File: src/rtl/uart_word_tx.sv
// uart_word_tx
//   Sends a 32-bit word on a UART TX line as four back-to-back 8N1 frames.
//   Byte 0 (bits 7:0) goes first, and each byte is sent LSB first.
//   Optional macro UART_TX_PARITY_EN adds an even-parity bit after bit 7 of
//   every byte.
//
// Ports
//   clk          system clock, rising edge
//   rst          asynchronous active-high reset
//   TX_start     start strobe, sampled only while idle
//   UART_data    word to send, captured on the accepting edge
//   TX           serial line, idle high, registered
//   tx_dataready one-cycle pulse in the DONE cycle (whole word sent)
//   busy         high from acceptance through the DONE cycle
module uart_word_tx #(
  parameter int CLKS_PER_BIT = 868
) (
  input  logic        clk,
  input  logic        rst,
  input  logic        TX_start,
  input  logic [31:0] UART_data,
  output logic        TX,
  output logic        tx_dataready,
  output logic        busy
);

  localparam int BW = (CLKS_PER_BIT > 1) ? $clog2(CLKS_PER_BIT) : 1;
  localparam logic [BW-1:0] BAUD_MAX = BW'(CLKS_PER_BIT - 1);

  typedef enum logic [2:0] {
    IDLE, START, DATA,
`ifdef UART_TX_PARITY_EN
    PARITY,
`endif
    STOP, DONE
  } state_t;

  state_t        state, state_n;
  logic [BW-1:0] baud, baud_n;
  logic [2:0]    bit_idx, bit_n;
  logic [1:0]    byte_idx, byte_n;
  logic [31:0]   word, word_n;
  logic          tx_d;
  logic [7:0]    cur_byte_n;
  logic          last;

  // State register. TX is registered from the value the line must carry in
  // the next state, so the start bit appears at the accepting edge itself.
  always_ff @(posedge clk or posedge rst) begin
    if (rst) begin
      state    <= IDLE;
      baud     <= '0;
      bit_idx  <= '0;
      byte_idx <= '0;
      word     <= '0;
      TX       <= 1'b1;
    end else begin
      state    <= state_n;
      baud     <= baud_n;
      bit_idx  <= bit_n;
      byte_idx <= byte_n;
      word     <= word_n;
      TX       <= tx_d;
    end
  end

  assign last = (baud == BAUD_MAX);

  // Next-state logic. The baud counter wraps at every bit boundary.
  always_comb begin
    state_n = state;
    baud_n  = baud;
    bit_n   = bit_idx;
    byte_n  = byte_idx;
    word_n  = word;
    case (state)
      IDLE: if (TX_start) begin
        word_n  = UART_data;
        byte_n  = '0;
        bit_n   = '0;
        baud_n  = '0;
        state_n = START;
      end
      START: begin
        baud_n = last ? '0 : baud + BW'(1);
        if (last) state_n = DATA;
      end
      DATA: begin
        baud_n = last ? '0 : baud + BW'(1);
        if (last) begin
          bit_n = bit_idx + 3'd1;
          if (bit_idx == 3'd7) begin
`ifdef UART_TX_PARITY_EN
            state_n = PARITY;
`else
            state_n = STOP;
`endif
          end
        end
      end
`ifdef UART_TX_PARITY_EN
      PARITY: begin
        baud_n = last ? '0 : baud + BW'(1);
        if (last) state_n = STOP;
      end
`endif
      STOP: begin
        baud_n = last ? '0 : baud + BW'(1);
        if (last) begin
          if (byte_idx == 2'd3) state_n = DONE;
          else begin
            byte_n  = byte_idx + 2'd1;
            state_n = START;
          end
        end
      end
      DONE:    state_n = IDLE;
      default: state_n = IDLE;
    endcase
  end

  // Outputs: line level for the upcoming state, plus status decodes of the
  // registered state.
  always_comb begin
    case (byte_n)
      2'd0:    cur_byte_n = word_n[7:0];
      2'd1:    cur_byte_n = word_n[15:8];
      2'd2:    cur_byte_n = word_n[23:16];
      default: cur_byte_n = word_n[31:24];
    endcase
    case (state_n)
      START:   tx_d = 1'b0;
      DATA:    tx_d = cur_byte_n[bit_n];
`ifdef UART_TX_PARITY_EN
      PARITY:  tx_d = ^cur_byte_n;
`endif
      default: tx_d = 1'b1;
    endcase
    busy         = (state != IDLE);
    tx_dataready = (state == DONE);
  end

endmodule

File: config.mk
export PLATFORM = sky130hd
export DESIGN_NAME = uart_word_tx
export DESIGN_NICKNAME = d
export VERILOG_FILES = /design/src/rtl/uart_word_tx.sv
export SDC_FILE = /design/constraint.sdc
export NUM_CORES = 1
export LEC_CHECK = 0
export CAP_MARGIN = 5
export CORE_ASPECT_RATIO = 0.9
export CORE_MARGIN = 2
export CORE_UTILIZATION = 48
export CTS_CLUSTER_DIAMETER = 120
export DETAILED_ROUTE_END_ITERATION = 8
export PLACE_DENSITY = 0.76
export REMOVE_ABC_BUFFERS = 1
export SYNTH_ARGS = -nofsm -noshare
export SYNTH_HDL_FRONTEND = slang
export SYNTH_SLANG_ARGS = --single-unit
File: constraint.sdc
create_clock -name clk -period 4.5 [get_ports clk]
set_input_delay 0.675 -clock clk [delete_from_list [all_inputs] [get_ports clk]]
set_output_delay 0.675 -clock clk [all_outputs]
set_load 0.1 [all_outputs]
==> impl_metrics.yaml <==
cells_and_area:
  finalNetCount: 376
  seqCellArea_um2: 1280
  fill_cells: 510
  fin_util: 0.587
  drive_gt1_frac: 0.118
  multi_input_area_um2: 1470
  layout_commonest_cell: "nand2_1"
  fin_cells: 409
  area.growth.synth_to_final_pct: 16.9
  num_antenna_cells: 0
  mostFrequentLayoutCells: "nand2_1 (88), dfrtp_1 (50), clkdlybuf4s50_1 (37), o21ai_0 (16), inv_1 (11)"
flow_run:
  cap_violations: 0
drt:
  wl_per_cell_um: 15.6
  viasPerCell: 5.64
  dr.pass1.iters: 8
  ant_nets: 0
  routed_wl_mm: 6.36
  vias: 2308
  drcViolationCount: 3
  drt-initial-drc-count: 150
worst_setup_path:
  crit_buf_inv: 3
  cpLargestDelayFamily: "buffers and inverters"
  crit_path_top_delay_cell: "clkdlybuf4s50_1"
  crit_arrival_ns: 3.27
  max_stage_delay_ns: 0.50
  startpoint_type: "primary input"
  required_ns: 4.74
  worstPathCellList: "clkdlybuf4s50_1, nor4b_4, buf_4, nor2_1, nor2_2, inv_1, o2111ai_1, a32oi_1, o221ai_1, o21ai_2"
  end_kind: "register"
  worstSetupPathType: "primary input to register"
  worstPathMaxFanout: 41
hold_path:
  hp-class: "register to register"
cts:
  hold_buffers: 0
  cts_setup_buffers: 0
  tritoncts: "built"
  clk_latency_ns: 0.31
  cts_buffers: 5
  root_buffer: "clkbuf_8"
  clock_path_buffers: 2
  clock_sinks: 51
  cts-resized-gates: 0
  h-tree-depth: 2
  clkSlewWorstSetupHoldPaths_ns: 0.09
placed_design:
  dp_slack_ns: 1.17
  post-dp-hpwl_mm: 4.48
  dp.cells: 401
  gp_congestion: 0.934
  port_buffers: 37
sta:
  drv_slew: 0
  fin_setup_tns_ns: 0
  fin_skew_ns: 0.00795
  hold_viol_final: 0
  rsz0062_at_grt: "false"
  relSlewSlack: 0.284
  fin_crit_ns: 3.03
  post-route-period-util: 0.674
  tightest_slew_ns: 1.07
  max_freq_mhz: 330
  finalSetupViolCount: 0
  fin_ws_ns: 1.47
synthesis:
  synth_mux_area_frac: 0.0584
  synth_compound_area_frac: 0.164
  yosysSeqAreaShare: 0.442
  syn_inst: 308
  synth_edf_count: 0
  synth-adder-area-share: 0.0130
  yosys.area_share.simple: 0.263
  synth_area_um2: 2890
  async_flop_share: 1.00
  synthXorXnorAreaFrac: 0.00909
  synth_top_family_by_area: "simple AND/OR/NAND/NOR gates"
  avgSynthCellArea_um2: 9.39
  synth_seq_cells: 51
  yosysUniqueCellTypes: 69
  yosysWarningCount: 0
  synth-main-ff-cell: "dfrtp_1"
floorplanning:
  core-area_um2: 5760
  io_pins: 38
  die_x_um: 85.8
  fp.dieArea_um2: 6660
  rows: 26
  die_y_um: 77.6
  initial_core_util: 0.502
global_route:
  antenna_found_initial: 0
  grt_pass1_vias: 2129
  overflow: 0
  grt_use_total: 0.200
  grt_max_degree: 52
  grt_pass1_wl_mm: 10.5
power:
  power.density_nw_per_um2: 262
  peakVddDrop_uv: 124
  power_leakage_nw: 1.51
run_status:
  violations: "design-rule violations"
  status: "finished, violations left"
registers in the layout, indices dropped and copies added, names as in the netlist:
register  flops
baud         10
byte_idx      2
TX            1
word         32
bit_idx       3
state         3
final cells by class:
cell class / count / share of cell area
multi-input combinational: 229 / 0.434
sequential: 51 / 0.378
timing repair buffer: 38 / 0.112
tap: 70 / 0.0259
clock buffer: 6 / 0.0244
inverter: 13 / 0.0152
clock inverter: 2 / 0.0104
power by group:
group | internal (mW) | switching, mW | total, mW
Sequential | 0.473 | 0.00626 | 0.480
Combinational | 0.0404 | 0.0326 | 0.0731
Clock | 0.180 | 0.153 | 0.333
Total | 0.694 | 0.192 | 0.886
metal layers:
metal  global-route usage  vias to the layer above  part of all wire
met5                    0                        -                 0
met4               0.0571                        0             0.012
met3               0.0319                        7             0.046
met2                0.296                       59              0.43
met1                0.304                     1089              0.51
li1                     -                     1153                 -
cells by family (layout without fill, tap and decap cells):
| family | Yosys count | after routing |
|---|---|---|
| compound gates | 62 | 62 |
| xor+xnor | 3 | 3 |
| fa+ha+maj | 3 | 3 |
| buf+inv | 28 | 59 |
| flops | 51 | 51 |
| mux | 16 | 16 |
| simple gates | 145 | 145 |
tightest hold or removal path: stages (launching register included):
cell and delay (ns):
dfrtp_1 0.33, nand2_1 0.04, nand2_1 0.07
worst paths after layout:
path	startpoint	to	slack (ns)	cells past startpoint
worst max-delay path	TX_start	TX	1.47	10
worst min-delay path	word[24]	word[24]	0.48	2
worst max register to register	state[0]	TX	1.67	9
worst min register to register	word[24]	word[24]	0.48	2
max in group asynchronous	rst	baud[3]	2.89	2
min in group asynchronous	rst	byte_idx[1]	0.95	2
cell usage after synthesis, drive strengths merged, types with 4 or more instances:
cell type  instances  area (um^2)
nor2              11         43.8
o211ai            10         75.1
a21oi              5         25.0
nand4              4         25.0
inv               13         51.3
nor4               4         55.1
nor3               7         35.0
o21ai             17         88.8
dfrtp             50         1250
nand2             88          330
o2111ai            4         41.3
mux2               7         78.8
or3                5         32.5
buf               10         66.3
nand3              5         25.0
clkbuf             5         28.8
mux2i              9         90.1
per-stage QoR:
step           power (mW)  hold WS (ns)  cell area, um^2
6_report            0.886         0.480             3380
5_1_grt             0.924         0.508             3380
2_1_floorplan       0.521         0.440             2800
3_3_place_gp        0.560         0.455             3260
4_1_cts             0.894         0.486             3380
3_5_place_dp        0.562         0.462             3260
Power figures use the tool's default switching activity.
==> edit 1 (same settings) <==
Change the parameter `CLKS_PER_BIT` from 868 to 434.
--- a/src/rtl/uart_word_tx.sv
+++ b/src/rtl/uart_word_tx.sv
@@ -13,7 +13,7 @@
 //   tx_dataready one-cycle pulse in the DONE cycle (whole word sent)
 //   busy         high from acceptance through the DONE cycle
 module uart_word_tx #(
-  parameter int CLKS_PER_BIT = 868
+  parameter int CLKS_PER_BIT = 434
 ) (
   input  logic        clk,
   input  logic        rst,
Formal check against the unedited RTL: same outputs for any inputs over 10 cycles, from zero or initial values and one cycle with rst high; that may be too few to reach the edited logic, so the function may still have changed.
==> edit 1 against the original RTL <==
Utilization decreased by 1.0 points. Worst setup slack got worse by 0.050 ns. Cell area decreased by 4.0%. Final cell count increased by 3.9%. Sequential cell count decreased by 1. Critical path type unchanged. Routed wire length decreased by 5.4%. Synthesized area decreased by 4.3%.
Power is not compared: it rests on default switching activity, and its combinational part moved more than twofold at a synthesized area within 25%.
==> edit 1: results (changes against the original RTL) <==
vias_per_cell: 5.56  # was 5.64
hp-class: "reg2reg"  # unchanged
gr-total-overflow: 0  # unchanged
vias: 2363  # was 2308
critPathKind: "in2reg"  # unchanged
drive_gt1_share_pct: 4.51  # was 11.8%
worstReg2RegStart: "baud[1]$_DFFE_PP0P_"  # was state[0]$_DFF_PP0_
grt_usage_pct: 19.3  # was 20.0%
syn_area_per_cell_sq_um: 8.41  # was 9.39 sq um
synth.yosys.warnings: 0  # unchanged
gp_congestion: 0.860  # was 0.934
post_synth_most_frequent_cells: "95 x nand2_1, 49 x dfrtp_1, 23 x o21ai_0"  # was 88 x nand2_1, 50 x dfrtp_1, 16 x o21ai_0
post_drt_wl_per_cell_um: 14.2  # was 15.6 um
dr_wl_met2_um: 2790  # was 2760 um
reg_top3: "word (32), baud (9)"  # was word (32), baud (10)
min_from: "baud[8]$_DFFE_PP0P_"  # was word[24]$_DFF_PP0_
worst_r2r_path_depth: 10  # was 9
cp_slowest_stage_delay_ns: 0.52  # was 0.50 ns
skew_ns: 0.00850  # was 0.00795 ns
final_nets: 393  # was 376
clk_path_buf_depth: 2  # unchanged
dp_hpwl_um: 4070  # was 4480 um
ys_seq_area_share_pct: 45.3  # was 44.2%
drt_iter0_markers: 153  # was 150
synthTopCellsByArea: "dfrtp_1 44%, nand2_1 13%, o21ai_0 4.2%"  # was dfrtp_1 43%, nand2_1 11%, mux2i_1 3.1%
run_status: "complete, no violations"  # was complete, but fails checks
dr_wl_met3_um: 236  # was 291 um
leakagePower_nw: 1.48
worst_pin_slew_ns: 1.01  # was 1.07 ns
dp.cells: 417  # was 401
r2r_setup_slack_ns: 1.52  # was 1.67 ns
firstDrtPassIters: 4  # was 8
synth_cell_types: 52  # was 69
met3_usage_pct: 2.60  # was 3.19%
met1_length_um: 2900  # was 3230 um
met2_usage_pct: 30.4  # was 29.6%
grt_pass1_vias: 2119  # was 2129
synth_top_area_share_pct: 44.3  # was 43.3%
setup_tns_ns: 0  # unchanged
crit_fanout: 43  # was 41
place_area_sq_um: 3140  # was 3260 sq um
grt_pass1_wl_um: 10000  # was 10500 um
critical_path_arrival_ns: 3.31  # was 3.27 ns
grt_max_degree: 51  # was 52
grt_use_met1_pct: 27.6  # was 30.4%
[edit 1: worst min path at each step]
stage               cells past startpoint                   to  slack, ns
floorplan                               2   word[22]$_DFF_PP0_       0.43
global placement                        2   word[22]$_DFF_PP0_       0.45
detailed placement                      2   word[29]$_DFF_PP0_       0.46
CTS                                     1  baud[8]$_DFFE_PP0P_       0.48
global route                            2    word[0]$_DFF_PP0_       0.50
finish                                  1  baud[8]$_DFFE_PP0P_       0.48
[edit 1: logic make-up after synthesis]
logic type	after synthesis	synth area share [%]
simple gates	164	27.8
mux	10	3.75
buf+inv	31	5.11
flops	50	45.3
fa+ha+maj	4	1.81
xor+xnor	2	0.633
compound gates	68	15.6
[edit 1: cell type report]
class,instances,area (sq um)
Fill cell,530,2380
Multi-Input combinational cell,248,1370
Sequential cell,50,1250
Timing Repair Buffer,39,385
Tap cell,70,87.6
Clock buffer,6,72.6
Clock inverter,2,37.5
Inverter,10,37.5
[edit 1: report_power, final]
| group | leakage (nW) | internal, mW | switching (mW) |
|---|---|---|---|
| Combinational | 0.797 | 0.177 | 0.235 |
| Sequential | 0.632 | 0.611 | 0.0946 |
| Clock | 0.0514 | 0.166 | 0.153 |
| Total | 1.48 | 0.954 | 0.483 |
[edit 1: worst reg2reg max path: cells and delay by family, from the launching register on]
kind / cells / cell delay [ns]
DFF: 1 / 0.41
buffers and inverters: 1 / 0.06
and+or+nand+nor: 3 / 1.18
adders and majority gates: 1 / 0.14
AOI/OAI and AO/OA: 5 / 1.11
[edit 1: metrics by stage]
stage	util, %	setup slack (ns)
6_report	57.7	1.42
5_1_grt	57.7	1.25
4_1_cts	57.7	1.43
3_5_place_dp	55.7	1.12
3_3_place_gp	55.7	1.23
2_1_floorplan	-	1.23
==> edit 2 (same flow settings) <==
Without the edit above. `word` no longer has a reset.
--- a/src/rtl/uart_word_tx.sv
+++ b/src/rtl/uart_word_tx.sv
@@ -52,16 +52,18 @@
       baud     <= '0;
       bit_idx  <= '0;
       byte_idx <= '0;
-      word     <= '0;
       TX       <= 1'b1;
     end else begin
       state    <= state_n;
       baud     <= baud_n;
       bit_idx  <= bit_n;
       byte_idx <= byte_n;
-      word     <= word_n;
       TX       <= tx_d;
     end
+  end
+
+  always_ff @(posedge clk) begin
+    word <= word_n;
   end
 
   assign last = (baud == BAUD_MAX);
Function: no difference found for any inputs over 10 cycles, from zero or initial values and one cycle with rst high; that may be too few to reach the edited logic, so the function may still have changed.
==> edit 2 against the original RTL <==
Routed wire length down 6.6%. First-iteration DRC count up 51%. Fmax down 7.6%. Critical path depth down 2. Sequential cell count unchanged. Worst setup slack worse by 0.25 ns. Register-to-register slack worse by 0.41 ns. Cell area down 4.8%. Synthesized area down 5.2%. Critical endpoint unchanged.
Power is not compared: it rests on default switching activity, and its combinational part moved more than twofold at a synthesized area within 25%.
==> edit 2: results (changes against the original RTL) <==
drt_iter0_markers: 227  # was 150
worst_r2r_path_depth: 7  # was 9
synthTopCellsByArea: "dfxtp_1 23%, dfrtp_1 16%, nand2_1 14%"  # was dfrtp_1 43%, nand2_1 11%, mux2i_1 3.1%
drive_gt1_share_pct: 10.5  # was 11.8%
synth_xor_area_share_pct: 1.28  # was 0.909%
firstDrtPassIters: 4  # was 8
dp.cells: 413  # was 401
muxShareOfSynthArea_pct: 3.56  # was 5.84%
place_area_sq_um: 3120  # was 3260 sq um
cts_root_buffer: "clkbuf_8"  # unchanged
final_cells: 421  # was 409
synth.yosys.warnings: 0  # unchanged
async_flop_share_pct: 37.3  # was 100%
synth_fa_ha_area_share_pct: 1.37  # was 1.30%
cap_violations: 0  # unchanged
slew_headroom_pct: 24.6  # was 28.4%
gp_congestion: 0.912  # was 0.934
crit_fanout: 40  # was 41
skew_ns: 0.0193  # was 0.00795 ns
post_synth_most_frequent_cells: "103 x nand2_1, 32 x dfxtp_1, 21 x o21ai_0"  # was 88 x nand2_1, 50 x dfrtp_1, 16 x o21ai_0
r2r_setup_slack_ns: 1.26  # was 1.67 ns
port_buffers: 37  # unchanged
post_drt_wl_per_cell_um: 14.1  # was 15.6 um
ys.flop_type: "dfxtp_1"  # was dfrtp_1
synth_cell_types: 67  # was 69
cp_top_family: "compound AO/OA/AOI/OAI gates"  # was buffers and inverters
synth_compound_area_share_pct: 17.1  # was 16.4%
postCtsResizedCells: 0  # unchanged
postCtsSetupBuffers: 0  # unchanged
critPathSlowestCell: "mux2i_1"  # was clkdlybuf4s50_1
dp_hpwl_um: 4140  # was 4480 um
vias_per_cell: 5.56  # was 5.64
post-place-ws_ns: 0.975  # was 1.17 ns
finalCritPeriodShare_pct: 72.9  # was 67.4%
reg_top3: "word (32), baud (10)"  # unchanged
ys_seq_area_share_pct: 40.8  # was 44.2%
clkSlewWorstSetupHoldPaths_ns: 0.09  # about the same
grt_pass1_wl_um: 9560  # was 10500 um
ir_drop_mv: 0.204
grt_pass1_vias: 1990  # was 2129
clk_path_buf_depth: 2  # unchanged
htree_levels: 2  # unchanged
syn_inst: 324  # was 308
grt_max_degree: 41  # was 52
grt_usage_pct: 19.0  # was 20.0%
final_nets: 388  # was 376
cts_buffers: 5  # unchanged
hold_ws_ns: 0.448  # was 0.480 ns
critical_path_arrival_ns: 3.50  # was 3.27 ns
cp_slowest_stage_delay_ns: 0.82  # was 0.50 ns
run_status: "complete, no violations"  # was complete, but fails checks
## edit 2: worst register-to-register path, delay by kind of cell (launching register included)
| family | cells | cell delay (ns) |
|---|---|---|
| compound gates | 4 | 0.93 |
| simple gates | 2 | 0.68 |
| mux | 1 | 0.94 |
| flops | 1 | 0.59 |
## edit 2: per-layer routing
| layer | vias up | routed length, um | global-route usage, % |
|---|---|---|---|
| li1 | 1182 | - | - |
| met2 | 62 | 2550 | 28.6 |
| met4 | 0 | 75 | 6.09 |
| met5 | - | 0 | 0 |
| met1 | 1087 | 2960 | 27.6 |
| met3 | 8 | 357 | 3.90 |
## edit 2: power groups by stage
stage	sequential (mW)	combinational [mW]	clock, mW
after global placement	0.727	0.366	0
after floorplan	0.720	0.266	0
after CTS	0.724	0.380	0.285
final	0.725	0.380	0.280
after global routing	0.747	0.426	0.300
after detailed placement	0.735	0.376	0
## edit 2: stage by stage
step	power [mW]	utilization (%)
after global placement	1.09	55.8
after floorplan	0.986	-
after global routing	1.47	57.5
after detailed placement	1.11	55.8
after CTS	1.39	57.5
final	1.39	57.5
## edit 2: worst paths after layout
path | from | end
min in group asynchronous | rst | baud[0]$_DFFE_PP0P_
max in group asynchronous | rst | byte_idx[1]$_DFF_PP0_
worst max register to register | state[1]$_DFF_PP0_ | TX$_DFF_PP1_
worst min register to register | word[7]$_DFF_P_ | word[7]$_DFF_P_
worst min-delay path | word[7]$_DFF_P_ | word[7]$_DFF_P_
worst max-delay path | TX_start | TX$_DFF_PP1_
## edit 2: area by class of cell
cell class                 count  area, sq um
sequential                    51         1120
fill                         514         2380
multi-input combinational    247         1510
timing repair buffer          40          393
inverter                       5         18.8
clock inverter                 1         8.76
clock buffer                   7         86.3
tap                           70         87.6
## edit 2: cell families after synthesis
kind of cell	Yosys count
xor+xnor	4
compound gates	62
fa+ha+maj	3
buf+inv	26
mux	8
simple gates	170
flops	51
